$ cat config.mk
export PLATFORM = sky130hd
export DESIGN_NAME = row_spare_alloc_flat
export DESIGN_NICKNAME = d
export VERILOG_FILES = /design/src/rtl/bira_pkg.sv /design/src/rtl/row_spare_alloc_if.sv /design/src/rtl/spare_lane.sv /design/src/rtl/row_spare_alloc.sv /design/src/flat_wrapper.sv
export SDC_FILE = /design/constraint.sdc
export NUM_CORES = 1
export LEC_CHECK = 0
export BUFFER_PORTS_ARGS = -buffer_cell sky130_fd_sc_hd__buf_2
export CELL_PAD_IN_SITES_DETAIL_PLACEMENT = 0
export CELL_PAD_IN_SITES_GLOBAL_PLACEMENT = 1
export CORE_MARGIN = 1.5
export CORE_UTILIZATION = 39
export DETAILED_ROUTE_END_ITERATION = 8
export GPL_TIMING_DRIVEN = 0
export PLACE_DENSITY = 0.88
export SETUP_SLACK_MARGIN = 0.2
export SYNTH_ARGS = -nofsm -noshare
export SYNTH_HDL_FRONTEND = slang
export SYNTH_SLANG_ARGS = --single-unit
$ cat constraint.sdc
create_clock -name clk -period 2.2 [get_ports clk]
set_input_delay 0.22 -clock clk [delete_from_list [all_inputs] [get_ports clk]]
set_output_delay 0.22 -clock clk [all_outputs]
set_load 0.1 [all_outputs]
$ cat src/rtl/bira_pkg.sv
// Shared types, sizes and helpers for the BIRA row-spare allocation datapath.
package bira_pkg;

    localparam int ADDR_W    = 10;
    localparam int BLK_W     = 2;
    localparam int ROW_W     = BLK_W + ADDR_W;
    localparam int NUM_SPARE = 4;
    localparam int HIT_W     = 4;
    localparam int CNT_W     = 3;
    localparam int IDX_W     = 2;

    // Spare count at which the next allocation uses the final spare.
    localparam logic [CNT_W-1:0] LAST_FREE_CNT = CNT_W'(NUM_SPARE - 1);

    typedef enum logic [2:0] {
        IDLE    = 3'd0,
        COLLECT = 3'd1,
        FULL    = 3'd2,
        DONE    = 3'd3,
        FAIL    = 3'd4
    } state_t;

    // Index of the lowest lane whose valid bit is clear; lane 0 when none are free.
    function automatic logic [IDX_W-1:0] lowest_free(input logic [NUM_SPARE-1:0] rlss);
        logic [IDX_W-1:0] idx;
        idx = {IDX_W{1'b0}};
        for (int i = NUM_SPARE - 1; i >= 0; i--) begin
            if (!rlss[i]) begin
                idx = IDX_W'(i);
            end else begin
                idx = idx;
            end
        end
        return idx;
    endfunction

endpackage

$ cat src/rtl/row_spare_alloc_if.sv
// Fault stream plus comparator handshake between the fault source and the allocator.
interface row_spare_alloc_if;
    import bira_pkg::*;

    logic             fault_valid;
    logic             fault_ready;
    logic [ROW_W-1:0] fault_row;
    logic             fault_last;
    logic             comp;
    logic [ROW_W-1:0] NPr;

    modport master (
        output fault_valid, fault_row, fault_last, comp,
        input  fault_ready, NPr
    );

    modport slave (
        input  fault_valid, fault_row, fault_last, comp,
        output fault_ready, NPr
    );

endinterface

$ cat src/rtl/spare_lane.sv
// One row-repair lane: stored row address, its valid flag and a saturating hit counter.
module spare_lane
    import bira_pkg::*;
(
    input  logic             clk,
    input  logic             rst,
    input  logic             clr_i,
    input  logic             load_i,
    input  logic             inc_i,
    input  logic [ROW_W-1:0] row_i,
    output logic [ROW_W-1:0] row_o,
    output logic             vld_o,
    output logic [HIT_W-1:0] hits_o
);

    localparam logic [HIT_W-1:0] HIT_MAX = {HIT_W{1'b1}};

    logic [ROW_W-1:0] row_q;
    logic             vld_q;
    logic [HIT_W-1:0] hits_q;

    // Lane storage: clear on reset/start, load on allocation, count hits up to saturation.
    always_ff @(posedge clk) begin
        if (rst || clr_i) begin
            row_q  <= {ROW_W{1'b0}};
            vld_q  <= 1'b0;
            hits_q <= {HIT_W{1'b0}};
        end else if (load_i) begin
            row_q  <= row_i;
            vld_q  <= 1'b1;
            hits_q <= {{(HIT_W-1){1'b0}}, 1'b1};
        end else if (inc_i && (hits_q != HIT_MAX)) begin
            hits_q <= hits_q + {{(HIT_W-1){1'b0}}, 1'b1};
        end
    end

    assign row_o  = row_q;
    assign vld_o  = vld_q;
    assign hits_o = hits_q;

endmodule

$ cat src/rtl/row_spare_alloc.sv
// Row-spare allocator: tracks four repair rows, counts hits and decides repairability.
module row_spare_alloc
    import bira_pkg::*;
(
    input  logic                       clk,
    input  logic                       rst,
    input  logic                       start,
    row_spare_alloc_if.slave           fif,
    output logic [ROW_W-1:0]           RRx1,
    output logic [ROW_W-1:0]           RRx2,
    output logic [ROW_W-1:0]           RRx3,
    output logic [ROW_W-1:0]           RRx4,
    output logic [NUM_SPARE-1:0]       RLSS,
    output logic [CNT_W-1:0]           spare_cnt,
    output logic [NUM_SPARE*HIT_W-1:0] hit_cnt,
    output logic                       done,
    output logic                       unrepairable
);

    state_t               state_q, state_d;
    logic [CNT_W-1:0]     spare_cnt_q, spare_cnt_d;
    logic                 done_q, unrep_q;

    logic [ROW_W-1:0]     lane_row_s  [NUM_SPARE];
    logic [HIT_W-1:0]     lane_hits_s [NUM_SPARE];
    logic [NUM_SPARE-1:0] lane_vld_s;
    logic [NUM_SPARE-1:0] lane_load_s;
    logic [NUM_SPARE-1:0] lane_inc_s;

    logic                 ready_s, accept_s, hit_s, miss_s, alloc_s;
    logic [IDX_W-1:0]     free_idx_s;

    assign ready_s         = (state_q == COLLECT) || (state_q == FULL);
    assign fif.fault_ready = ready_s;
    assign fif.NPr         = fif.fault_row;

    // Accept qualification and per-lane load/increment strobes; start blocks any accept.
    always_comb begin
        accept_s    = fif.fault_valid & ready_s & ~start;
        hit_s       = accept_s & fif.comp;
        miss_s      = accept_s & ~fif.comp;
        alloc_s     = miss_s & (state_q == COLLECT);
        free_idx_s  = lowest_free(lane_vld_s);
        lane_load_s = {NUM_SPARE{1'b0}};
        lane_inc_s  = {NUM_SPARE{1'b0}};
        for (int i = 0; i < NUM_SPARE; i++) begin
            lane_load_s[i] = alloc_s & (free_idx_s == IDX_W'(i));
            lane_inc_s[i]  = hit_s & lane_vld_s[i] & (lane_row_s[i] == fif.fault_row);
        end
    end

    // Next-state and spare-count logic; a miss when full outranks fault_last.
    always_comb begin
        state_d     = state_q;
        spare_cnt_d = spare_cnt_q;
        if (start) begin
            state_d     = COLLECT;
            spare_cnt_d = {CNT_W{1'b0}};
        end else begin
            case (state_q)
                IDLE: begin
                    state_d = IDLE;
                end
                COLLECT: begin
                    if (alloc_s) begin
                        spare_cnt_d = spare_cnt_q + {{(CNT_W-1){1'b0}}, 1'b1};
                        if (fif.fault_last) begin
                            state_d = DONE;
                        end else if (spare_cnt_q == LAST_FREE_CNT) begin
                            state_d = FULL;
                        end else begin
                            state_d = COLLECT;
                        end
                    end else if (hit_s && fif.fault_last) begin
                        state_d = DONE;
                    end else begin
                        state_d = COLLECT;
                    end
                end
                FULL: begin
                    if (miss_s) begin
                        state_d = FAIL;
                    end else if (hit_s && fif.fault_last) begin
                        state_d = DONE;
                    end else begin
                        state_d = FULL;
                    end
                end
                DONE: begin
                    state_d = DONE;
                end
                FAIL: begin
                    state_d = FAIL;
                end
                default: begin
                    state_d = IDLE;
                end
            endcase
        end
    end

    // State, spare count and registered status flags.
    always_ff @(posedge clk) begin
        if (rst) begin
            state_q     <= IDLE;
            spare_cnt_q <= {CNT_W{1'b0}};
            done_q      <= 1'b0;
            unrep_q     <= 1'b0;
        end else begin
            state_q     <= state_d;
            spare_cnt_q <= spare_cnt_d;
            done_q      <= (state_d == DONE);
            unrep_q     <= (state_d == FAIL);
        end
    end

    for (genvar g = 0; g < NUM_SPARE; g++) begin : g_lane
        spare_lane u_lane (
            .clk    (clk),
            .rst    (rst),
            .clr_i  (start),
            .load_i (lane_load_s[g]),
            .inc_i  (lane_inc_s[g]),
            .row_i  (fif.fault_row),
            .row_o  (lane_row_s[g]),
            .vld_o  (lane_vld_s[g]),
            .hits_o (lane_hits_s[g])
        );
        assign hit_cnt[g*HIT_W +: HIT_W] = lane_hits_s[g];
    end

    assign RRx1         = lane_row_s[0];
    assign RRx2         = lane_row_s[1];
    assign RRx3         = lane_row_s[2];
    assign RRx4         = lane_row_s[3];
    assign RLSS         = lane_vld_s;
    assign spare_cnt    = spare_cnt_q;
    assign done         = done_q;
    assign unrepairable = unrep_q;

endmodule

$ cat src/flat_wrapper.sv
// flat-port wrapper written by rule: the top's interface ports become plain ports
module row_spare_alloc_flat import bira_pkg::*;
  (clk, rst, start, RRx1, RRx2, RRx3, RRx4, RLSS, spare_cnt, hit_cnt, done, unrepairable, fif_fault_valid, fif_fault_row, fif_fault_last, fif_comp, fif_fault_ready, fif_NPr);
  row_spare_alloc_if fif_i ();
  input  logic clk;
  input  logic rst;
  input  logic start;
  output logic [ROW_W-1:0] RRx1;
  output logic [ROW_W-1:0] RRx2;
  output logic [ROW_W-1:0] RRx3;
  output logic [ROW_W-1:0] RRx4;
  output logic [NUM_SPARE-1:0] RLSS;
  output logic [CNT_W-1:0] spare_cnt;
  output logic [NUM_SPARE*HIT_W-1:0] hit_cnt;
  output logic done;
  output logic unrepairable;
  input wire logic [$bits(fif_i.fault_valid)-1:0] fif_fault_valid;
  input wire logic [$bits(fif_i.fault_row)-1:0] fif_fault_row;
  input wire logic [$bits(fif_i.fault_last)-1:0] fif_fault_last;
  input wire logic [$bits(fif_i.comp)-1:0] fif_comp;
  output wire logic [$bits(fif_i.fault_ready)-1:0] fif_fault_ready;
  output wire logic [$bits(fif_i.NPr)-1:0] fif_NPr;
  assign fif_i.fault_valid = fif_fault_valid;
  assign fif_i.fault_row = fif_fault_row;
  assign fif_i.fault_last = fif_fault_last;
  assign fif_i.comp = fif_comp;
  assign fif_fault_ready = fif_i.fault_ready;
  assign fif_NPr = fif_i.NPr;
  row_spare_alloc u_core (.clk(clk), .rst(rst), .start(start), .fif(fif_i), .RRx1(RRx1), .RRx2(RRx2), .RRx3(RRx3), .RRx4(RRx4), .RLSS(RLSS), .spare_cnt(spare_cnt), .hit_cnt(hit_cnt), .done(done), .unrepairable(unrepairable));
endmodule
==> flow_summary.rst, run 1 <==
.. list-table::
   :header-rows: 1

   * - Metric
     - Value
   * - Half-perimeter wire length after detailed placement
     - 7400 um
   * - Worst-path maximum fanout
     - 10
   * - Nets@finish
     - 549
   * - Classification of the worst setup path
     - flop to flop
   * - Number of ports placed on the die boundary
     - 104
   * - Static leakage power
     - 2.07 nW
   * - Initial antenna violation count
     - 0
   * - Skew-Pair Late Insertion Delay
     - 0.36 ns
   * - Number of nets with antenna violations after detailed routing
     - 0
   * - Buffers and inverters on the worst path
     - 1
   * - Slowest stage cell, crit path
     - sky130_fd_sc_hd__or4b_4
   * - First-pass GRT wire length
     - 14900 um
   * - Post-synthesis instance area
     - 3880 um^2
   * - Hold violation total from the final report
     - 0
   * - Place WS
     - -0.0502 ns
   * - Critical path's top delay family
     - simple AND/OR/NAND/NOR gates
   * - Result of the run
     - finished clean
   * - Final cell area excluding filler cells
     - 4870 um^2
   * - Fraction of power spent switching nets
     - 26.8%
   * - Multiplexer share of the synthesized area
     - 10.3%
   * - Dominant combinational cell family by area after synthesis
     - simple AND/OR/NAND/NOR gates
   * - Share of synthesized registers carrying an async set or reset
     - 0%
   * - Total number of yosys warnings
     - 0
   * - Pin count of the biggest net entering global routing
     - 14
   * - Max Buffers Root-to-Sink
     - 2
   * - Worst ir drop on vdd
     - 0.425 mV
   * - Number of library cell types mapped by synthesis
     - 51
   * - CP required
     - 2.42 ns
   * - Fraction of final layout cells sized beyond drive strength 1
     - 40.8%
   * - CP Depth
     - 6
   * - Clock sinks
     - 76
   * - Final Skew
     - ~0.011 ns
   * - Relative slew slack
     - 55.8%
   * - Fillers
     - between 900 and 1000
   * - Area of the die
     - 10600 um^2
   * - Cells along the critical path
     - nor4b_4 -> nand3b_4 -> or4b_4 -> buf_6 -> nand2_1 -> a21oi_1
   * - Final worst path period share
     - a little under nine tenths
   * - Stage delay of the slowest cell on the critical path
     - 0.55 ns
   * - Final antenna diode count
     - 0
   * - Count of mapped cells out of synthesis
     - approximately 420
   * - Power per unit of standard cell area
     - 599 nW/um^2
   * - Number of CTS-inserted buffers
     - 9
   * - Syn Area/Cell
     - 9.30 um^2
   * - Flip-flop and latch count after synthesis
     - 76
   * - Die boundary width
     - roughly 100 um
   * - Number of DRC markers after the initial detailed-route iteration
     - about 130
   * - Fmax
     - 531 MHz
   * - Number of instances on the worst hold path
     - 2
   * - Clock-pin slew on the worst setup and hold paths
     - approximately 0.090 ns
   * - Clock network power share
     - 41.5%
   * - Worst Setup End Kind
     - flop
   * - Switch Pwr
     - 0.782 mW
   * - RSZ-0062 raised after global routing
     - true
   * - Core Box Area
     - about 9700 um^2
   * - Part of the power in registers
     - 47.3%
   * - Final RePlAce weighted congestion
     - between 0.8 and 0.9
   * - Average routed wire per standard cell
     - between 10 and 15 um
   * - Via-to-Cell Ratio
     - 4.86
   * - Smallest setup slack after layout
     - 0.316 ns
   * - Startpoint type of the worst setup path
     - flop
   * - Final max-slew violation count
     - 0
   * - Port buffer count
     - 91
   * - Class of the worst hold path
     - input pin to flop
   * - Area growth from synthesis to layout
     - 25.7%
   * - Compound-cell area share of the yosys netlist
     - 7.03%
   * - Number of optimization iterations in the first detailed-route pass
     - 5
   * - Combinational share of power
     - 11.2%
   * - Setup violations, final
     - 0
   * - Effective utilization at floorplan
     - 39.9%
   * - Overall via count from detail_route
     - 3224
   * - Synth Area in XOR/XNOR
     - 12.5%
   * - Cell Int Power
     - 2.14 mW
   * - Clock tree root buffer cell
     - sky130_fd_sc_hd__clkbuf_8
   * - Die span in y
     - 103 um
   * - Crit path time final
     - 1.88 ns
   * - EDFF count, synth
     - 0
   * - Site Rows
     - 36
   * - Post-synthesis simple-gate area fraction
     - 21.2%
   * - Cells on worst reg2reg path
     - 6
   * - Signal arrival time at the worst endpoint
     - 2.10 ns
   * - Area used by multi-input combinational logic
     - 2080 um^2
   * - Synthesized net count
     - 441
   * - Via count of the first global-routing pass
     - roughly 3000
   * - Sequential cell area
     - between 1500 and 2000 um^2
   * - Total placed instance area
     - ~4600 um^2
   * - CTS H-tree depth
     - 3
   * - Transition at the pin with the smallest max-transition slack
     - roughly 0.66 ns
   * - Aggregate global routing overflow
     - 0
   * - TritonCTS clock tree
     - yes
   * - Remaining DRCs
     - 0
   * - GR Util All Layers
     - 18.9%
   * - Post-detailed-routing wire length
     - 9790 um
   * - Flip-flop cell with the highest count after synthesis
     - sky130_fd_sc_hd__dfxtp_1
   * - Post-Synth Adder-Cell Area
     - 1.94%
   * - Number of max-cap violations
     - 0
   * - Post-synthesis sequential area ratio
     - 39.2%
-- worst register-to-register path: cells and delay by family (launching register included) --
| family | cells | cell delay (ns) |
|---|---|---|
| AO/OA/AOI/OAI | 1 | 0.07 |
| buffers and inverters | 1 | 0.17 |
| flip-flops | 1 | 0.35 |
| AND/OR/NAND/NOR | 4 | 1.16 |
-- power groups by stage --
stage / sequential (mW) / clock, mW / combinational, mW
floorplan: 1.43 / 0 / 0.246
global placement: 1.41 / 0 / 0.319
finish: 1.38 / 1.21 / 0.328
CTS: 1.38 / 1.23 / 0.324
global route: 1.38 / 1.29 / 0.345
detailed placement: 1.41 / 0 / 0.322
-- cells in the mapped netlist (2+ instances only) --
cell / count / area, um^2
sky130_fd_sc_hd__a211oi_1: 2 / 15.0
sky130_fd_sc_hd__a21o_1: 4 / 30.0
sky130_fd_sc_hd__a21oi_1: 24 / 120
sky130_fd_sc_hd__and2_1: 2 / 12.5
sky130_fd_sc_hd__and3_1: 2 / 12.5
sky130_fd_sc_hd__buf_2: 6 / 30.0
sky130_fd_sc_hd__buf_4: 21 / 158
sky130_fd_sc_hd__buf_6: 3 / 33.8
sky130_fd_sc_hd__clkbuf_1: 14 / 52.6
sky130_fd_sc_hd__dfxtp_1: 76 / 1520
sky130_fd_sc_hd__ha_1: 6 / 75.1
sky130_fd_sc_hd__inv_1: 8 / 30.0
sky130_fd_sc_hd__mux2i_1: 40 / 400
sky130_fd_sc_hd__nand2_1: 34 / 128
sky130_fd_sc_hd__nand2b_1: 2 / 12.5
sky130_fd_sc_hd__nand3_1: 13 / 65.1
sky130_fd_sc_hd__nand3b_1: 2 / 15.0
sky130_fd_sc_hd__nand4_1: 15 / 93.8
sky130_fd_sc_hd__nor2_1: 52 / 195
sky130_fd_sc_hd__nor3_1: 2 / 10.0
sky130_fd_sc_hd__nor3b_1: 2 / 15.0
sky130_fd_sc_hd__nor4_4: 2 / 42.5
sky130_fd_sc_hd__nor4b_4: 2 / 47.6
sky130_fd_sc_hd__o211a_1: 2 / 20.0
sky130_fd_sc_hd__o21a_1: 2 / 15.0
sky130_fd_sc_hd__o21ai_0: 3 / 15.0
sky130_fd_sc_hd__o31ai_1: 2 / 15.0
sky130_fd_sc_hd__xnor2_1: 44 / 385
sky130_fd_sc_hd__xor2_1: 8 / 70.1
-- state kept, by name (all words and copies together), names as in the netlist --
signal and count:
u_core.g_lane.u_lane.row_o 48, u_core.g_lane.u_lane.hits_o 16, u_core.g_lane.u_lane.vld_o 4, u_core.spare_cnt 3, u_core.state_q 3, u_core.done 1
u_core.unrepairable 1
-- worst paths after layout --
kind                                       to  slack (ns)                        startpoint
max          u_core.g_lane[3].u_lane.row_o[3]        0.32                 u_core.state_q[2]
min                         u_core.state_q[0]        0.04                               rst
min reg2reg  u_core.g_lane[3].u_lane.row_o[5]        0.47  u_core.g_lane[3].u_lane.row_o[5]
max reg2reg  u_core.g_lane[3].u_lane.row_o[3]        0.32                 u_core.state_q[2]
-- placed cells by master (no fill, tap or decap), types with 3 or more instances in the layout --
cell type / n
sky130_fd_sc_hd__clkinvlp_4: 3
sky130_fd_sc_hd__nand4_1: 15
sky130_fd_sc_hd__dfxtp_1: 21
sky130_fd_sc_hd__buf_6: 4
sky130_fd_sc_hd__ha_1: 6
sky130_fd_sc_hd__nor4_4: 3
sky130_fd_sc_hd__a21oi_1: 24
sky130_fd_sc_hd__clkbuf_1: 13
sky130_fd_sc_hd__mux2i_1: 40
sky130_fd_sc_hd__inv_1: 8
sky130_fd_sc_hd__nor2_1: 52
sky130_fd_sc_hd__buf_4: 28
sky130_fd_sc_hd__clkbuf_8: 10
sky130_fd_sc_hd__xnor2_1: 44
sky130_fd_sc_hd__buf_2: 94
sky130_fd_sc_hd__nand3_1: 13
sky130_fd_sc_hd__nand2_1: 34
sky130_fd_sc_hd__o21ai_0: 3
sky130_fd_sc_hd__xor2_1: 8
sky130_fd_sc_hd__dfxtp_2: 55
sky130_fd_sc_hd__a21o_1: 4
-- cell type report --
| type | instances | share of cell area [%] |
|---|---|---|
| tap | 133 | 3.41 |
| inverter | 8 | 0.616 |
| clock buffer | 10 | 2.82 |
| sequential | 76 | 32.6 |
| buffer | 44 | 5.83 |
| timing repair buffer | 97 | 10.3 |
| clock inverter | 6 | 1.80 |
| multi-input combinational | 289 | 42.6 |
-- cell families (layout without fill, tap and decap cells) --
logic type | after synthesis | in the layout
AND/OR/NAND/NOR | 146 | 146
AO/OA/AOI/OAI | 44 | 44
XOR/XNOR | 53 | 53
adder cells (fa/ha/maj) | 6 | 6
buffers and inverters | 52 | 165
flip-flops | 76 | 76
multiplexers | 40 | 40
-- metal layers --
metal  routed length [um]  share of wire (%)  track usage [%]
met5                    0                  0                0
met4                  130                1.3             7.59
met3                  489                5.0             3.86
met2                 4590                 47             30.8
met1                 4570                 47             24.6
-- timing repair --
item | 4_1_cts | 5_1_grt
pin swaps | 0 | 4
endpoints found under the setup margin | 1 | 38
endpoints found under the hold margin | 0 | 0
hold buffers | 0 | 0
gates resized for setup | 1 | 11
setup buffers | 0 | 6
-- per-stage QoR --
step	TNS [ns]	std cells	hold slack (ns)	utilization [%]	power [mW]
after floorplan	0	417	0.292	-	1.67
after global placement	-0.0150	641	0.413	47.0	1.73
after detailed placement	-0.0502	641	0.410	47.0	1.73
after CTS	0	657	0.0305	49.3	2.93
after global routing	0	663	0.0419	50.1	3.02
final	0	663	0.0401	50.1	2.92
(Power assumes the default switching activity.)
==> inputs of run 2 (changes only) <==
--- a/config.mk
+++ b/config.mk
@@ -9,5 +9,4 @@
 export CELL_PAD_IN_SITES_DETAIL_PLACEMENT = 0
 export CELL_PAD_IN_SITES_GLOBAL_PLACEMENT = 1
-export CORE_MARGIN = 1.5
 export CORE_UTILIZATION = 39
 export DETAILED_ROUTE_END_ITERATION = 8
==> constraint.sdc (replaced) <==
create_clock -name clk -period 2.2 [get_ports clk]
set_input_delay 0.44 -clock clk [delete_from_list [all_inputs] [get_ports clk]]
set_output_delay 0.44 -clock clk [all_outputs]
set_load 0.1 [all_outputs]
==> run 2 against run 1 <==
  * Via count grew 0.22%
  * Core utilization up 1.0 points
  * Largest cell class unchanged
  * Cell count fell by 0.15%
  * Highest routed layer unchanged
==> flow_summary.rst, run 2 (same netlist as run 1, synthesis figures left out) <==
.. list-table::
   :header-rows: 1

   * - Metric
     - Value
   * - Remaining DRCs
     - 0
   * - Aggregate global routing overflow
     - 0
   * - Clock tree root buffer cell
     - sky130_fd_sc_hd__clkbuf_8
   * - Die boundary width
     - 102 um
   * - Worst Setup End Kind
     - primary output
   * - Relative slew slack
     - roughly 55%
   * - Fraction of final layout cells sized beyond drive strength 1
     - 43.1%
   * - CTS H-tree depth
     - 3
   * - Static leakage power
     - 2.09 nW
   * - Sequential cell area
     - 1590 um^2
   * - Place WS
     - -0.227 ns
   * - Final Skew
     - 0.0122 ns
   * - Commonest non-fill, non-tap cell in the layout
     - sky130_fd_sc_hd__buf_2
   * - Classification of the worst setup path
     - flop to primary output
   * - Transition at the pin with the smallest max-transition slack
     - 0.677 ns
   * - Area used by multi-input combinational logic
     - 2130 um^2
   * - Initial antenna violation count
     - 0
   * - Max FFs per register
     - 48
   * - Effective utilization at floorplan
     - 40.1%
   * - TritonCTS clock tree
     - yes
   * - Number of nets with antenna violations after detailed routing
     - 0
   * - Post-detailed-routing wire length
     - 9790 um
   * - Final design utilization
     - 51.1%
   * - Core Box Area
     - 9680 um^2
   * - First-pass GRT wire length
     - 15000 um
   * - Overall via count from detail_route
     - 3231
   * - Number of CTS-inserted buffers
     - 9
   * - Area growth from synthesis to layout
     - 27.6%
   * - Nets@finish
     - between 500 and 600
   * - Signal arrival time at the worst endpoint
     - around 1.6 ns
   * - Worst ir drop on vdd
     - between 0.2 and 0.3 mV
   * - Crit path time final
     - 1.99 ns
   * - Half-perimeter wire length after detailed placement
     - 7360 um
   * - Smallest setup slack after layout
     - 0.213 ns
   * - RSZ-0062 raised after global routing
     - true
   * - Max Buffers Root-to-Sink
     - 2
   * - Via count of the first global-routing pass
     - 3040
   * - Class of the worst hold path
     - input pin to flop
   * - Setup violations, final
     - 0
   * - Clock-pin slew on the worst setup and hold paths
     - 0.08 ns
   * - Port buffer count
     - 91
   * - Number of ports placed on the die boundary
     - between 100 and 150
   * - Final max-slew violation count
     - 0
   * - Fmax
     - 503 MHz
   * - GR Util All Layers
     - 19.5%
   * - Final RePlAce weighted congestion
     - roughly 0.82
   * - Hold violation total from the final report
     - 0
   * - Number of optimization iterations in the first detailed-route pass
     - 5
   * - Pin count of the biggest net entering global routing
     - 13
   * - Worst-path maximum fanout
     - 8
   * - Startpoint type of the worst setup path
     - flop
   * - Skew-Pair Late Insertion Delay
     - about 0.36 ns
   * - Clock sinks
     - 76
   * - CP required
     - around 1.8 ns
   * - Power per unit of standard cell area
     - between 500 and 600 nW/um^2
   * - Die span in y
     - 102 um
   * - Average routed wire per standard cell
     - 14.8 um
   * - Commonest cells after routing, fill and taps aside
     - 94 x sky130_fd_sc_hd__buf_2, 54 x sky130_fd_sc_hd__dfxtp_2, 52 x sky130_fd_sc_hd__nor2_1
   * - Area of the die
     - about 10000 um^2
   * - Number of DRC markers after the initial detailed-route iteration
     - 65
   * - Site Rows
     - 36
   * - Via-to-Cell Ratio
     - 4.88
   * - Number of max-cap violations
     - 0
   * - Final antenna diode count
     - 0
   * - Result of the run
     - finished clean
   * - Fillers
     - 929
   * - Final worst path period share
     - between 90% and 100%
run 2: cell types whose count changed in the layout (fill, tap and decap cells not counted), moves of 2 or more:
cell                         change
sky130_fd_sc_hd__nand2_1        -10
sky130_fd_sc_hd__nand2_2         +7
sky130_fd_sc_hd__a21oi_1         -4
sky130_fd_sc_hd__a21oi_2         +4
sky130_fd_sc_hd__nand2_4         +3
sky130_fd_sc_hd__clkinvlp_4      -2
run 2: critical path: stages, from the launching register on:
cell                      delay (ns)
sky130_fd_sc_hd__dfxtp_1        0.31
sky130_fd_sc_hd__buf_4          0.18
sky130_fd_sc_hd__xor2_4         0.27
sky130_fd_sc_hd__and2_1         0.20
sky130_fd_sc_hd__buf_6          0.23
run 2: path summary, 6_finish.rpt:
path	slack [ns]	start	depth (start not counted)	endpoint
worst max-delay path	0.21	u_core.state_q[0]	4	fif_fault_ready
worst min-delay path	0.26	rst	2	u_core.state_q[0]
worst max register to register	0.24	u_core.state_q[2]	6	u_core.g_lane[3].u_lane.row_o[1]
worst min register to register	0.47	u_core.spare_cnt[1]	2	u_core.spare_cnt[1]
run 2: what timing repair did:
| action | CTS | global route |
|---|---|---|
| endpoints found under the setup margin | 2 | 37 |
| cloned | 0 | 1 |
| hold buffers | 0 | 0 |
| pin swaps | 0 | 3 |
| gates resized for setup | 2 | 26 |
| buffers inserted | 0 | 5 |
run 2: through the flow:
stage,hold WS [ns],power (mW),cells,cell area [um^2],TNS (ns)
after floorplan,0.512,1.67,417,3950,0
after global placement,0.455,1.73,641,4570,-0.278
after detailed placement,0.457,1.73,641,4570,-0.593
after CTS,0.235,2.94,656,4800,0
after global routing,0.260,3.03,662,4950,0
final,0.260,2.93,662,4950,0
run 2: layer usage:
layer  GRT usage, %  up-vias  part of all wire (%)
li1               -     1607                     -
met1           25.3     1532                    47
met2           31.6       85                    47
met3           5.18        7                   4.9
met4           6.24        0                   1.2
met5              0        -                     0
run 2: power breakdown:
part           total [mW]  internal, mW  switching (mW)
registers            1.38          1.38         0.00256
logic               0.327        0.0922           0.235
clock network        1.23         0.693           0.532
run 2: cell type report:
class                           instances  area share, %
Tap cell                              133           3.36
Sequential cell                        76           32.2
Multi-Input combinational cell        289           43.0
Clock inverter                          4           1.47
Buffer                                 44           5.71
Clock buffer                           11           3.06
Timing Repair Buffer                   97           10.6
Inverter                                8          0.607
